<file path="src/rtl/pow_arbiter_pkg.sv">
// Shared definitions for the round-robin power scheduler: state encoding and
// default geometry.
package pow_arb_pkg;

  localparam int DEFAULT_N_REQ = 4;
  localparam int DEFAULT_WIDTH = 18;
  localparam int DEFAULT_POWER = 5;

  typedef enum logic [1:0] {
    ST_IDLE = 2'd0,
    ST_MUL  = 2'd1,
    ST_DONE = 2'd2
  } state_e;

endpackage

</file>
<file path="src/rtl/pow_arbiter_if.sv">
// Client-side bundle of the power scheduler: requests/operands in,
// grant/done strobes, result and busy out.
interface pow_arbiter_if #(
  parameter int N_REQ = 4,
  parameter int WIDTH = 18
) ();

  logic [N_REQ-1:0]       req;
  logic [N_REQ*WIDTH-1:0] n;
  logic [N_REQ-1:0]       grant;
  logic [N_REQ-1:0]       done;
  logic [WIDTH-1:0]       result;
  logic                   busy;

  modport master (output req, output n, input grant, input done, input result, input busy);
  modport slave  (input req, input n, output grant, output done, output result, output busy);

endinterface

</file>
<file path="src/rtl/pow_arbiter_rr_arbiter.sv">
// Combinational round-robin picker: first set request searching upward from
// last+1 with wrap-around.
module rr_arbiter #(
  parameter  int N_REQ = 4,
  localparam int IDX_W = $clog2(N_REQ)
) (
  input  logic [N_REQ-1:0] req,
  input  logic [IDX_W-1:0] last,
  output logic [N_REQ-1:0] pick,
  output logic [IDX_W-1:0] pick_idx,
  output logic             any
);

  logic hit_s;

  // Walk candidates in priority order; only the first hit is recorded.
  always_comb begin
    pick     = '0;
    pick_idx = '0;
    any      = 1'b0;
    hit_s    = 1'b0;
    for (int i = 1; i <= N_REQ; i++) begin
      hit_s    = !any && req[(int'(last) + i) % N_REQ];
      pick     = pick | ({{(N_REQ-1){1'b0}}, hit_s} << ((int'(last) + i) % N_REQ));
      pick_idx = hit_s ? IDX_W'((int'(last) + i) % N_REQ) : pick_idx;
      any      = any | hit_s;
    end
  end

endmodule

</file>
<file path="src/rtl/pow_arbiter.sv">
// Shares one multiplier among N_REQ clients: accepts one request at a time and
// raises the latched operand to POWER, one multiply per clock.
module pow_arbiter
  import pow_arb_pkg::*;
#(
  parameter int N_REQ = DEFAULT_N_REQ,
  parameter int WIDTH = DEFAULT_WIDTH,
  parameter int POWER = DEFAULT_POWER
) (
  input logic         clock,
  input logic         reset_n,
  pow_arbiter_if.slave bus
);

  localparam int IDX_W = $clog2(N_REQ);
  localparam int CNT_W = $clog2(POWER) + 1;
  localparam logic [IDX_W-1:0] LAST_RST = IDX_W'(N_REQ - 1);
  localparam logic [CNT_W-1:0] CNT_INIT = CNT_W'(POWER - 2);

  state_e           state_q;
  logic [CNT_W-1:0] cnt_q;
  logic [WIDTH-1:0] rn_q;
  logic [WIDTH-1:0] acc_q;
  logic [IDX_W-1:0] owner_q;
  logic [IDX_W-1:0] last_q;
  logic [N_REQ-1:0] grant_q;
  logic [N_REQ-1:0] done_q;
  logic [WIDTH-1:0] result_q;
  logic             busy_q;

  logic [N_REQ-1:0] pick_s;
  logic [IDX_W-1:0] pick_idx_s;
  logic             any_s;
  logic [WIDTH-1:0] win_n_s;
  logic [WIDTH-1:0] prod_s;

  rr_arbiter #(.N_REQ(N_REQ)) u_arb (
    .req      (bus.req),
    .last     (last_q),
    .pick     (pick_s),
    .pick_idx (pick_idx_s),
    .any      (any_s)
  );

  // Operand of the current arbitration winner.
  always_comb begin
    win_n_s = bus.n[int'(pick_idx_s)*WIDTH +: WIDTH];
  end

  // Single shared multiplier, truncated to WIDTH.
  always_comb begin
    prod_s = acc_q * rn_q;
  end

  // Scheduler FSM with all outputs registered.
  always_ff @(posedge clock) begin
    if (!reset_n) begin
      state_q  <= ST_IDLE;
      cnt_q    <= '0;
      rn_q     <= '0;
      acc_q    <= '0;
      owner_q  <= '0;
      last_q   <= LAST_RST;
      grant_q  <= '0;
      done_q   <= '0;
      result_q <= '0;
      busy_q   <= 1'b0;
    end else begin
      grant_q <= '0;
      done_q  <= '0;
      case (state_q)
        ST_IDLE: begin
          if (any_s) begin
            rn_q    <= win_n_s;
            acc_q   <= win_n_s;
            owner_q <= pick_idx_s;
            last_q  <= pick_idx_s;
            cnt_q   <= CNT_INIT;
            grant_q <= pick_s;
            busy_q  <= 1'b1;
            state_q <= ST_MUL;
          end else begin
            busy_q  <= 1'b0;
          end
        end
        ST_MUL: begin
          acc_q <= prod_s;
          if (cnt_q == '0) begin
            result_q <= prod_s;
            done_q   <= {{(N_REQ-1){1'b0}}, 1'b1} << owner_q;
            state_q  <= ST_DONE;
          end else begin
            cnt_q <= cnt_q - CNT_W'(1);
          end
        end
        ST_DONE: begin
          busy_q  <= 1'b0;
          state_q <= ST_IDLE;
        end
        default: begin
          busy_q  <= 1'b0;
          state_q <= ST_IDLE;
        end
      endcase
    end
  end

  assign bus.grant  = grant_q;
  assign bus.done   = done_q;
  assign bus.result = result_q;
  assign bus.busy   = busy_q;

endmodule

</file>
<file path="src/flat_wrapper.sv">
// flat-port wrapper written by rule: the top's interface ports become plain ports
module pow_arbiter_flat import pow_arb_pkg::*;
#(
  parameter int N_REQ = DEFAULT_N_REQ,
  parameter int WIDTH = DEFAULT_WIDTH,
  parameter int POWER = DEFAULT_POWER
)
  (clock, reset_n, bus_req, bus_n, bus_grant, bus_done, bus_result, bus_busy);
  pow_arbiter_if #(.N_REQ(N_REQ), .WIDTH(WIDTH)) bus_i ();
  input logic clock;
  input logic reset_n;
  input wire logic [$bits(bus_i.req)-1:0] bus_req;
  input wire logic [$bits(bus_i.n)-1:0] bus_n;
  output wire logic [$bits(bus_i.grant)-1:0] bus_grant;
  output wire logic [$bits(bus_i.done)-1:0] bus_done;
  output wire logic [$bits(bus_i.result)-1:0] bus_result;
  output wire logic [$bits(bus_i.busy)-1:0] bus_busy;
  assign bus_i.req = bus_req;
  assign bus_i.n = bus_n;
  assign bus_grant = bus_i.grant;
  assign bus_done = bus_i.done;
  assign bus_result = bus_i.result;
  assign bus_busy = bus_i.busy;
  pow_arbiter #(.N_REQ(N_REQ), .WIDTH(WIDTH), .POWER(POWER)) u_core (.clock(clock), .reset_n(reset_n), .bus(bus_i));
endmodule
</file>
<file path="config.mk">
export PLATFORM = sky130hd
export DESIGN_NAME = pow_arbiter_flat
export DESIGN_NICKNAME = d
export VERILOG_FILES = /design/src/rtl/pow_arbiter_pkg.sv /design/src/rtl/pow_arbiter_if.sv /design/src/rtl/pow_arbiter_rr_arbiter.sv /design/src/rtl/pow_arbiter.sv /design/src/flat_wrapper.sv
export SDC_FILE = /design/constraint.sdc
export NUM_CORES = 1
export LEC_CHECK = 0
export ABC_AREA = 1
export CAP_MARGIN = 15
export CORE_MARGIN = 1.5
export CORE_UTILIZATION = 55
export CTS_CLUSTER_DIAMETER = 100
export DETAILED_ROUTE_END_ITERATION = 10
export DONT_BUFFER_PORTS = 1
export PLACE_DENSITY = 0.7
export SLEW_MARGIN = 20
export SYNTH_ARGS = -nofsm -noshare
export SYNTH_HDL_FRONTEND = slang
export SYNTH_HIERARCHICAL = 1
export SYNTH_SLANG_ARGS = --single-unit
export TNS_END_PERCENT = 5
</file>
<file path="constraint.sdc">
create_clock -name clock -period 12.45 [get_ports clock]
set_input_delay 0.6225 -clock clock [delete_from_list [all_inputs] [get_ports clock]]
set_output_delay 0.6225 -clock clock [all_outputs]
set_load 0.02 [all_outputs]
</file>
==> out/qor.txt, run 1 <==
Number of synthesized register bits: 73
N_diodes: 0
GPL Wtd Cong: 0.917
Global-route wire length before repair: 38.4 mm
Initial DRC count: 579
Period utilization: 0.453
Mapped Area: 0.00917 mm2
Reg clk slew, reported paths: 0.05 ns
# clock sinks: 73
Status: finished clean
GR Util met3: 0.0365
Slew headroom: 0.450
Final Net Count: 1520
Startpoint Class: register
Max Cap Violations: 0
Delay-heaviest family, CP: adder cells
Final TNS setup: 0 ns
Ys async rst share: 0
Fin. max-slew vios: 0
Sequential power share: 0.217
Num rows: 47
Area grow syn2layout: 3.53%
Width of the die: 132 um
CP max-delay cell: dfxtp_1
Worst min path class: primary input to register
Required time of the critical path: 12.63 ns
Unrepaired setup endpoints after global routing: false
Antenna violations before repair: 0
Final Hold Fails: 0
Total Die Area: 0.0175 mm2
GRT overflow: 0
Core area: 0.0164 mm2
CTS tree: built
Total GRT Usage: 0.276
Total wire length: 23.5 mm
Starting Density: 0.559
Arrival time at the worst endpoint: 5.83 ns
Crit. End Element: register
Skew-Pair Late Insertion Delay: 0.33 ns
Worst-path fanout max: 17
Met2 GRT Util: 0.460
Fin cells: 1502
Die height: 132 um
Clock power share: 0.123
Final setup vio count: 0
Power Density: 249 mW/mm2
Vias: 8043
Number of buffers and inverters on the critical path: 6
Number of routed nets with antenna violations: 0
Comb power frac: 0.660
Sequential cell area: 0.00146 mm2
Top FF cell, synth: dfxtp_1
Grt met1 use: 0.372
Number of remaining DRC errors: 0
Largest net degree at the start of global routing: 39
Synth Net Count: 1565
Crit path cell chain: nand2_1 -> inv_1 -> fa_1 -> inv_1 -> fa_1 -> fa_1 -> fa_1 -> inv_1 -> fa_1 -> inv_1 -> fa_1 -> inv_1 -> ha_1 -> inv_1 -> o21ai_0 -> nand3_1 -> nand4_1 -> or2_2 -> nand3_1 -> a31oi_1
Most utilized layer in the global route result: met2
Cells after DPL: 1487
Synth cell types: 43
Maximum vdd drop: 290 uV
Setup Buffers After CTS: 0
Clock Tree Root: clkbuf_16
Final Core Density: 0.579
Leakage: 0.00544 uW
TritonCTS buffer count: 9
Psw: 1320 uW
Synth warn: 6
Htree depth: 3
Slew @ Worst Pin: 0.824 ns
HPWL Detailed: 18.5 mm
Hold-fix buffer count after cts: 0
Multi-input gate area: 0.00613 mm2
Minimum clock period: 5.64 ns
Int Power: 1040 uW
Clock tree buffer depth: 2
Skew final: 0.00572 ns
Top-Level Pins: 105
Sequential cell area fraction in the yosys report: 0.159
Layout cells sized above 1: 0.0601
Filler instances: 1574
Fmax achieved: 177 MHz
Mapped Cells: 1323
CP peak stage delay: 0.85 ns
Vias per inst: 5.35
Routed len/inst: 15.6 um
Post_cts resized: 0
Mean Syn Cell Area: 6.93 um2
Setup CP Type: register to register
Drt first pass iters: 5
Sw frac: 0.559
Vias in the first global route: 7750
Number of synthesized flops with an enable pin: 0
I/O Buffers: 0
power by group through the flow:
| stage | Clock [uW] | Combinational (uW) | Sequential (uW) |
|---|---|---|---|
| detailed placement | 0 | 1540 | 515 |
| CTS | 292 | 1550 | 511 |
| global placement | 0 | 1510 | 514 |
| finish | 291 | 1560 | 513 |
| floorplan | 0 | 1270 | 385 |
| global route | 305 | 1750 | 525 |
cell usage in the layout (no fill, tap or decap), types with 3 or more instances in the layout:
master and count:
nand2_2 17, nand2_4 10, nand3_1 83, buf_4 8
nor3_1 8, nor2_2 4, inv_2 11, clkbuf_16 9
o21ai_0 41, fa_1 109, xor2_1 7, o22ai_1 11
inv_1 315, a31oi_1 11, or2_2 3, bufinv_16 3
a21oi_1 42, nor2_1 39, a22oi_1 5, dfxtp_1 73
nand2_1 378, a221o_1 8, nand4_1 9, ha_1 55
final timing paths:
kind | slack (ns) | startpoint | depth (start not counted) | end
max | 6.81 | u_core/rn_q[3] | 20 | u_core/acc_q[16]
min reg2reg | 0.46 | u_core/owner_q[1] | 1 | u_core/bus.done[1]
min | 0.38 | reset_n | 1 | u_core/last_q[0]
max reg2reg | 6.81 | u_core/rn_q[3] | 20 | u_core/acc_q[16]
per-layer routing:
metal | vias up | share of wire
met5 | - | 0
met4 | 0 | 0.033
met3 | 57 | 0.076
met2 | 346 | 0.47
met1 | 3795 | 0.42
li1 | 3845 | -
kinds of logic (layout without fill, tap and decap cells):
logic type / count (synthesis) / count (layout) / share of synthesized area
compound gates: 126 / 126 / 0.0809
xor+xnor: 10 / 10 / 0.0104
fa+ha+maj: 164 / 164 / 0.313
buf+inv: 392 / 351 / 0.172
flops: 73 / 73 / 0.159
simple gates: 558 / 558 / 0.265
cells in the mapped netlist (7+ instances only):
| master | number | area, um2 |
|---|---|---|
| nor2_1 | 39 | 146 |
| xor2_1 | 7 | 61.3 |
| o21ai_0 | 41 | 205 |
| nand3_1 | 83 | 415 |
| nand4_1 | 9 | 56.3 |
| a221o_1 | 8 | 80.1 |
| fa_1 | 109 | 2180 |
| a21oi_1 | 42 | 210 |
| inv_1 | 315 | 1180 |
| nand2_1 | 378 | 1420 |
| nor3_1 | 8 | 40.0 |
| dfxtp_1 | 73 | 1460 |
| buf_2 | 10 | 50.1 |
| nand2_2 | 17 | 106 |
| inv_2 | 11 | 41.3 |
| clkbuf_1 | 28 | 105 |
| o22ai_1 | 11 | 68.8 |
| a31oi_1 | 11 | 68.8 |
| buf_4 | 14 | 105 |
| ha_1 | 55 | 688 |
| nand2_4 | 10 | 113 |
state kept, by name, indices dropped and copies added (netlist names):
signal,cells
u_core/rn_q,18
u_core/owner_q,2
u_core/last_q,2
u_core/bus.done,4
u_core/state_q,2
u_core/cnt_q,4
u_core/bus.grant,4
u_core/bus.busy,1
u_core/acc_q,18
u_core/bus.result,18
stage by stage:
stage	power (uW)	instance area (um2)	hold slack [ns]	worst slack, ns
floorplan	1650	9170	0.422	7.27
global placement	2020	9160	0.439	6.91
detailed placement	2050	9160	0.447	6.85
CTS	2350	9490	0.378	6.83
global route	2580	9490	0.376	6.57
finish	2360	9490	0.382	6.81
area by class of cell:
type,instances,share of cell area
Clock buffer,9,0.0237
Inverter,328,0.130
Clock inverter,6,0.0113
Tap cell,220,0.0290
Sequential cell,73,0.154
Multi-Input combinational cell,858,0.646
Timing Repair Buffer,8,0.00633
No activity file was read; power rests on OpenSTA's default activity.
==> run 2: changes to the inputs <==
Clock period 12.45 ns to 5.3 ns, I/O delays scaled along.
==> run 2 against run 1 <==
Against the previous run:
- wire length is 1.6% higher
- largest cell class unchanged
- final cell count is 3.7% higher
- utilization is 3.2 points higher
==> out/qor.txt, run 2 (same netlist as run 1, synthesis figures left out) <==
GRT overflow: 0
Period utilization: 0.967
Clock Tree Root: clkbuf_16
Maximum vdd drop: 510 uV
Num rows: 47
HPWL Detailed: 19.4 mm
Htree depth: 3
Minimum clock period: 5.12 ns
Final Hold Fails: 0
Initial DRC count: 651
Global-route wire length before repair: 39.7 mm
Fin cells: 1558
# clock sinks: 73
Delay-heaviest family, CP: adder cells
Crit path cell chain: buf_4 -> nand2_1 -> inv_1 -> fa_1 -> inv_1 -> fa_1 -> inv_1 -> ha_1 -> fa_1 -> fa_1 -> inv_1 -> fa_1 -> inv_1 -> ha_1 -> nand2_1 -> nor3_2 -> a21oi_2 -> buf_4 -> xor2_1 -> or2_2 -> a31oi_1
Commonest non-fill, non-tap cell in the layout: nand2_1
Startpoint Class: register
Antenna violations before repair: 0
Slew @ Worst Pin: 0.781 ns
CP peak stage delay: 0.54 ns
Max Cap Violations: 0
Number of routed nets with antenna violations: 0
Hold-fix buffer count after cts: 0
Total GRT Usage: 0.287
Total Die Area: 0.0175 mm2
Unrepaired setup endpoints after global routing: true
Area grow syn2layout: 9.25%
Die height: 132 um
Number of buffers and inverters on the critical path: 7
Worst-path fanout max: 7
Total wire length: 23.9 mm
Core area: 0.0164 mm2
Top-Level Pins: 105
I/O Buffers: 0
Power Total: 6110 uW
CTS tree: built
Reg clk slew, reported paths: 0.06 ns
N_diodes: 0
Final TNS setup: 0 ns
Starting Density: 0.559
Layout cells sized above 1: 0.117
Fin. max-slew vios: 0
CP max-delay cell: fa_1
Setup CP Type: register to register
Power Density: 610 mW/mm2
Filler instances: 1477
Vias: 8122
Required time of the critical path: 5.56 ns
Clock tree buffer depth: 2
Arrival time at the worst endpoint: 5.39 ns
Vias in the first global route: 8057
TritonCTS buffer count: 9
GPL Wtd Cong: 0.893
Leakage: 0.00572 uW
Final worst slack: 0.175 ns
Commonest non-fill, non-tap cells in the layout: nand2_1, inv_1, fa_1
Crit. End Element: register
Routed len/inst: 15.3 um
Slew headroom: 0.476
Width of the die: 132 um
Largest net degree at the start of global routing: 39
Skew-Pair Late Insertion Delay: 0.34 ns
Skew final: 0.0136 ns
Worst min path class: primary input to register
Vias per inst: 5.21
Final setup vio count: 0
Drt first pass iters: 5
Number of remaining DRC errors: 0
Fmax achieved: 195 MHz
Status: finished clean
Final Net Count: 1575
Pre-CTS setup slack: -0.00920 ns
Final Core Density: 0.611
Cells after DPL: 1540
==> run 2: cell count changes in the layout (fill, tap and decap cells not counted), sizes merged <==
cell | previous run | this run
buf | 8 | 63
bufinv | 3 | 1
inv | 326 | 330
clkinv | 4 | 3
==> run 2: final timing paths <==
kind / depth (start not counted) / slack, ns / start / end
min reg2reg: 1 / 0.44 / u_core/owner_q[0] / u_core/bus.done[2]
max reg2reg: 21 / 0.18 / u_core/acc_q[7] / u_core/acc_q[12]
min: 1 / 0.02 / reset_n / u_core/last_q[1]
max: 21 / 0.18 / u_core/acc_q[7] / u_core/acc_q[12]
==> run 2: per-stage QoR <==
step                hold WS (ns)  cell area [um2]
floorplan                  0.422             9170
global placement           0.355             9610
detailed placement         0.359             9610
CTS                       0.0103             9920
global route             0.00631            10000
finish                    0.0218            10000
==> run 2: power by group <==
group          total (uW)  switching, uW  leakage, uW  internal (uW)
Combinational        4410           2740      0.00497           1670
Sequential           1070            317     0.000606            750
Clock                 633            260     0.000149            374
==> run 2: layer usage <==
metal,share of wire,up-vias,GRT usage
li1,-,3955,-
met1,0.42,3809,0.378
met2,0.48,312,0.489
met3,0.069,46,0.0346
met4,0.029,0,0.0994
met5,0,-,0
==> run 2: final cells by class <==
type,instances,area (um2),area share
multi-input cells,858,6190,0.618
flip-flops and latches,73,1490,0.148
inverters,328,1230,0.123
repair buffers,63,523,0.0522
well taps,220,275,0.0275
clock buffers,9,225,0.0225
clock inverters,7,83.8,0.00837
==> run 2: what timing repair did <==
action                     4_1_cts  5_1_grt
setup endpoints to repair        1       12
gates resized for setup          1       28
pin swaps                        0        4
buffers inserted                 0        2
